`src/rtl/game_pkg.sv`:
```
// rtl/game_pkg.sv - shared state and status encodings for the guessing-game sequencer
//
// Purpose: state enumeration and LED status codes used by level_sequencer.
// Ports: none (package).

package game_pkg;

  localparam int STATUS_W = 3;

  typedef enum logic [2:0] {
    FETCH   = 3'd0,
    CAPTURE = 3'd1,
    WAIT    = 3'd2,
    CORRECT = 3'd3,
    WRONG   = 3'd4,
    LOST    = 3'd5,
    WON     = 3'd6
  } state_t;

  localparam logic [STATUS_W-1:0] ST_WAIT    = 3'b000;
  localparam logic [STATUS_W-1:0] ST_WRONG   = 3'b001;
  localparam logic [STATUS_W-1:0] ST_CORRECT = 3'b010;
  localparam logic [STATUS_W-1:0] ST_LOST    = 3'b011;
  localparam logic [STATUS_W-1:0] ST_WIN     = 3'b100;
  localparam logic [STATUS_W-1:0] ST_LOW     = 3'b101;
  localparam logic [STATUS_W-1:0] ST_HIGH    = 3'b110;

endpackage

```
`src/rtl/level_sequencer.sv`:
```
// rtl/level_sequencer.sv - level fetch, guess compare, tries/lives/score tracking
//
// Purpose: fetches the answer for the current level from an external
// synchronous-read memory, evaluates submitted guesses, and tracks tries,
// level and a saturating score. Optional macro LEVEL_HINT_EN makes wrong
// guesses report low/high direction instead of a plain "wrong" code.
//
// Ports:
//   clk          system clock
//   reset        asynchronous active-high reset
//   submit_pulse one-cycle pulse: evaluate data against the answer
//   next_pulse   one-cycle pulse: advance / skip / restart
//   data         guess switches
//   rom_addr     level memory address (read data returns one cycle later)
//   rom_data     level memory read data
//   status       LED status code
//   level        current level index
//   tries_left   remaining wrong guesses on this level
//   score        saturating accumulated score
//   busy         high while the answer is being fetched; pulses dropped

module level_sequencer
  import game_pkg::*;
#(
  parameter int NUM_LEVELS = 10,
  parameter int DATA_W     = 4,
  parameter int MAX_TRIES  = 3,
  parameter int SCORE_W    = 8
) (
  input  logic                             clk,
  input  logic                             reset,
  input  logic                             submit_pulse,
  input  logic                             next_pulse,
  input  logic [DATA_W-1:0]                data,
  output logic [$clog2(NUM_LEVELS)-1:0]    rom_addr,
  input  logic [DATA_W-1:0]                rom_data,
  output logic [STATUS_W-1:0]              status,
  output logic [$clog2(NUM_LEVELS)-1:0]    level,
  output logic [$clog2(MAX_TRIES+1)-1:0]   tries_left,
  output logic [SCORE_W-1:0]               score,
  output logic                             busy
);

  localparam int LW = $clog2(NUM_LEVELS);
  localparam int TW = $clog2(MAX_TRIES+1);

  localparam logic [LW-1:0] LAST_LEVEL = LW'(NUM_LEVELS-1);
  localparam logic [TW-1:0] FULL_TRIES = TW'(MAX_TRIES);
  localparam logic [TW-1:0] ONE_TRY    = TW'(1);

  state_t                r_state, w_state;
  logic [LW-1:0]         r_level, w_level;
  logic [TW-1:0]         r_tries, w_tries;
  logic [SCORE_W-1:0]    r_score, w_score;
  logic [STATUS_W-1:0]   r_status, w_status;
  logic [DATA_W-1:0]     r_answer, w_answer;
  logic                  r_busy, w_busy;

  logic [SCORE_W:0]      w_sum;
  logic [SCORE_W-1:0]    w_score_sat;
  logic [STATUS_W-1:0]   w_wrong_code;
  logic [LW-1:0]         w_level_inc;

  // One extra bit catches the carry so the score clamps instead of wrapping.
  assign w_sum       = {1'b0, r_score} + (SCORE_W+1)'(r_tries);
  assign w_score_sat = w_sum[SCORE_W] ? {SCORE_W{1'b1}} : w_sum[SCORE_W-1:0];

  // Skips wrap on the last level; CORRECT handles the last level separately.
  assign w_level_inc = (r_level == LAST_LEVEL) ? '0 : r_level + 1'b1;

`ifdef LEVEL_HINT_EN
  assign w_wrong_code = (data < r_answer) ? ST_LOW : ST_HIGH;
`else
  assign w_wrong_code = ST_WRONG;
`endif

  always_ff @(posedge clk or posedge reset) begin
    if (reset) begin
      r_state  <= FETCH;
      r_level  <= '0;
      r_tries  <= FULL_TRIES;
      r_score  <= '0;
      r_status <= ST_WAIT;
      r_answer <= '0;
      r_busy   <= 1'b1;
    end else begin
      r_state  <= w_state;
      r_level  <= w_level;
      r_tries  <= w_tries;
      r_score  <= w_score;
      r_status <= w_status;
      r_answer <= w_answer;
      r_busy   <= w_busy;
    end
  end

  always_comb begin
    w_state  = r_state;
    w_level  = r_level;
    w_tries  = r_tries;
    w_score  = r_score;
    w_status = r_status;
    w_answer = r_answer;

    case (r_state)
      // Address is already driven from r_level; the memory returns data
      // during CAPTURE.
      FETCH: w_state = CAPTURE;

      CAPTURE: begin
        w_answer = rom_data;
        w_state  = WAIT;
        w_status = ST_WAIT;
      end

      // Submit takes priority over a same-cycle next pulse.
      WAIT, WRONG: begin
        if (submit_pulse) begin
          if (data == r_answer) begin
            w_state  = CORRECT;
            w_status = ST_CORRECT;
            w_score  = w_score_sat;
          end else if (r_tries > ONE_TRY) begin
            w_state  = WRONG;
            w_status = w_wrong_code;
            w_tries  = r_tries - 1'b1;
          end else begin
            w_state  = LOST;
            w_status = ST_LOST;
            w_tries  = '0;
          end
        end else if (next_pulse) begin
          w_state  = FETCH;
          w_status = ST_WAIT;
          w_level  = w_level_inc;
          w_tries  = FULL_TRIES;
        end
      end

      CORRECT: begin
        if (next_pulse) begin
          if (r_level == LAST_LEVEL) begin
            w_state  = WON;
            w_status = ST_WIN;
          end else begin
            w_state  = FETCH;
            w_status = ST_WAIT;
            w_level  = w_level_inc;
            w_tries  = FULL_TRIES;
          end
        end
      end

      LOST, WON: begin
        if (next_pulse) begin
          w_state  = FETCH;
          w_status = ST_WAIT;
          w_level  = '0;
          w_score  = '0;
          w_tries  = FULL_TRIES;
        end
      end

      default: begin
        w_state  = FETCH;
        w_status = ST_WAIT;
        w_level  = '0;
        w_score  = '0;
        w_tries  = FULL_TRIES;
      end
    endcase

    w_busy = (w_state == FETCH) || (w_state == CAPTURE);
  end

  assign rom_addr   = r_level;
  assign level      = r_level;
  assign tries_left = r_tries;
  assign score      = r_score;
  assign status     = r_status;
  assign busy       = r_busy;

endmodule

```
`config.mk`:
```
export PLATFORM = sky130hd
export DESIGN_NAME = level_sequencer
export DESIGN_NICKNAME = d
export VERILOG_FILES = /design/src/rtl/game_pkg.sv /design/src/rtl/level_sequencer.sv
export SDC_FILE = /design/constraint.sdc
export NUM_CORES = 1
export LEC_CHECK = 0
export CAP_MARGIN = 10
export CORE_MARGIN = 3
export CORE_UTILIZATION = 46
export DETAILED_ROUTE_END_ITERATION = 7
export PLACE_DENSITY_LB_ADDON = 0.15
export SLEW_MARGIN = 20
export SYNTH_ARGS = -nofsm -noshare
export SYNTH_HDL_FRONTEND = slang
export SYNTH_SLANG_ARGS = --single-unit
```
`constraint.sdc`:
```
create_clock -name clk -period 1.9 [get_ports clk]
set_input_delay 0.285 -clock clk [delete_from_list [all_inputs] [get_ports clk]]
set_output_delay 0.285 -clock clk [all_outputs]
set_load 0.01 [all_outputs]
```
==> flow_metrics.py <==
metrics = {
    "status": {
        "result_of_the_run": "finished clean",
    },
    "floorplanning": {
        "die_width_um": 66.3,
        "floorplan.initialDensity": 0.490,
        "fp-row-count": 21,
        "ioPinCount": 34,
        "die_y_um": 66.3,
        "floorplan.core_area_um2": 3420,
        "design.die.area_um2": 4400,
    },
    "synth": {
        "share_of_synthesized_flip_flops_with_an_asynchronous_set_or_reset": 1.00,
        "synth.most_common_cell": "sky130_fd_sc_hd__dfrtp_1",
        "synth.top_cell.area_share": 0.329,
        "post_synth_inst_count": 182,
        "post_synth_num_cell_types": 52,
        "synth_seq_cells": 25,
        "synth_common_cells": "sky130_fd_sc_hd__dfrtp_1 (22), sky130_fd_sc_hd__nor2_1 (15), sky130_fd_sc_hd__o21ai_0 (15)",
        "yosysWarningCount": 0,
        "synth.net_count": 197,
        "post_synth_main_area_contributors": "sky130_fd_sc_hd__dfrtp_1 (33%), sky130_fd_sc_hd__dfstp_2 (4.7%), sky130_fd_sc_hd__o21ai_0 (4.5%)",
        "synth_ff_type": "sky130_fd_sc_hd__dfrtp_1",
        "synth_area_um2": 1670,
        "synth_enable_flop_cells": 0,
        "yosysTopAreaCell": "sky130_fd_sc_hd__dfrtp_1",
        "seq_area_frac_synth": 0.376,
        "synth.avg_cell_area_um2": 9.19,
    },
    "placed_design": {
        "dpl_cell_area_um2": 2230,
        "preCtsSetupSlack_ns": -0.0794,
        "buffer_ports.inserted": 33,
        "detailed_place_hpwl_mm": 3.18,
        "finalWeightedCongestion": 0.906,
    },
    "setup_path": {
        "worstSetupEndpointType": "flip-flop",
        "cp_data_required_time_ns": 2.11,
        "worst-path-max-fanout": 2,
        "worstPathCellList": "ha_4 -> inv_2 -> fa_2 -> nand4b_1 -> buf_4 -> o31ai_2 -> a2bb2oi_2",
        "critPathSlowestCell": "sky130_fd_sc_hd__dfstp_2",
        "worstSetupPathType": "reg -> reg",
        "start_kind": "flip-flop",
        "cp_data_arrival_time_ns": 2.09,
        "critical_path.max_stage_delay_ns": 0.59,
    },
    "global_routing": {
        "grt_pass1_vias": 1606,
        "grt_util_all_layers": 0.208,
        "grt_overflow_total": 0,
        "global_route_wire_length_before_repair_mm": 7.15,
        "pin_count_of_the_biggest_net_entering_global_routing": 26,
        "grt_antenna_before_repair": 0,
    },
    "layout": {
        "syn2layout_area_growth_pct": 37.6,
        "layout.cell_area.non_filler_um2": 2300,
        "antenna_cells": 0,
        "finish.utilization": 0.674,
        "drive_gt1_frac": 0.249,
        "num-nets-final": 257,
    },
    "clock_tree": {
        "cts_buffer_depth": 2,
        "htree_num_levels": 1,
        "clk_latency_ns": 0.32,
        "tritoncts_clock_tree": "built",
        "total_clock_buffers_created_by_cts": 3,
        "holdBufCountCts": 0,
        "clock-root-buffer": "sky130_fd_sc_hd__clkbuf_4",
        "cts.repair_timing.setup_buffer_count": 0,
        "worst_setup_hold_path_clk_slew_ns": 0.14,
        "cts_sinks": 25,
    },
    "power_and_ir_drop": {
        "pwr_density_cell_nw_per_um2": 1380,
        "worst_ir_drop_vdd_uv": 650,
        "total_power_mw": 3.18,
        "power.leakage_nw": 0.950,
    },
    "timing": {
        "fin_crit_ns": 1.88,
        "fin_hold_ws_ns": 0.297,
        "setup_viol": 0,
        "timing.final.max_slew_violations": 0,
        "timing.final.hold_violations": 0,
        "rsz0062_at_grt": "true",
        "max_slew.worst_pin.slew_ns": 0.463,
        "setup_slack_ns": 0.0209,
        "final.period_utilization": 0.989,
        "max_clock_freq_ghz": 0.532,
        "worst_clock_skew_ns": 0.00563,
        "timing.max_slew.rel_slack": 0.691,
    },
    "routing": {
        "wl_per_cell_um": 14.6,
        "postRouteWirelength_mm": 4.20,
        "ant_nets": 0,
        "routed_via_density": 5.50,
        "drcViolationCount": 0,
        "first_pass_iters": 4,
        "via_count": 1579,
        "drt_iter0_markers": 126,
    },
    "worst_hold_path": {
        "hold_path_class": "in -> async",
    },
    "job": {
        "maxCapViolations": 0,
    },
}
path summary, 6_finish.rpt:
kind	start	end	slack (ns)	depth (start not counted)
worst max-delay path	tries_left[0]	score[6]	0.02	7
max in group asynchronous	reset	busy	1.30	3
worst max register to register	tries_left[0]	score[6]	0.02	7
min in group clk	status[2]	status[2]	0.52	1
worst min-delay path	reset	score[4]	0.30	3
worst min register to register	status[2]	status[2]	0.52	1
sequential cells by signal (all words and copies together), names as in the netlist:
signal      flops
tries_left      2
score           8
r_state         3
r_answer        4
level           4
status          3
busy            1
what timing repair did:
action | 4_1_cts | 5_1_grt
hold endpoints to repair | 0 | 0
gates resized for setup | 7 | 13
pin swaps | 1 | 6
endpoints found under the setup margin | 4 | 9
area by class of cell:
class / count / area, µm²
timing repair buffer: 65 / 573
clock buffer: 4 / 26.3
inverter: 9 / 33.8
fill: 286 / 1110
multi-input combinational: 138 / 982
sequential: 25 / 629
tap: 46 / 57.6
power by group:
| part | switching, mW | internal (mW) |
|---|---|---|
| combinational | 0.964 | 1.06 |
| clock | 0.158 | 0.0822 |
| sequential | 0.200 | 0.718 |
kinds of logic after synthesis:
family                     count (synthesis)  synth area share
and+or+nand+nor                           63             0.208
xor gates and xnor gates                   7            0.0366
DFF                                       25             0.376
AOI/OAI and AO/OA                         58             0.242
adders and majority gates                  3            0.0269
buffers and inverters                     19            0.0636
muxes                                      7            0.0464
layout by cell type (no fill, tap or decap), drive strengths merged, types with 2 or more instances in the layout:
cell           instances
and2                   4
buf                   32
a21oi                 12
nor3                   2
o2bb2ai                3
dfrtp                 22
clkdlybuf4s50         32
o211ai                 3
nand3                  4
dfstp                  3
nand2                 15
nand3b                 4
or2                    3
mux2                   6
nand4b                 2
a2111oi                2
a21o                   3
a211o                  2
nand2b                 5
ha                     2
o21ai                 15
xnor2                  3
xor2                   4
o31ai                  2
nor2b                  3
inv                    9
a2bb2oi                4
o22ai                  3
nor2                  15
clkbuf                 4
through the flow:
stage,std cells,TNS [ns]
2_1_floorplan,182,-0.0309
3_3_place_gp,283,-0.242
3_5_place_dp,283,-0.580
4_1_cts,287,0
5_1_grt,287,-0.276
6_report,287,0
metal layers:
layer	GRT usage	share of wire	up-vias	wire length [µm]
met4	0.0558	0.013	0	53
met3	0.0323	0.031	6	130
met5	0	0	-	0
li1	-	-	776	-
met1	0.264	0.42	763	1780
met2	0.363	0.53	34	2230
worst max-delay path, delay by kind of cell (launching register included):
family                   cells  cell delay [ns]
adder cells (fa/ha/maj)      2             0.46
buffers and inverters        2             0.20
flip-flops                   1             0.59
AND/OR/NAND/NOR              1             0.20
AO/OA/AOI/OAI                2             0.31
Power figures use the tool's default switching activity.
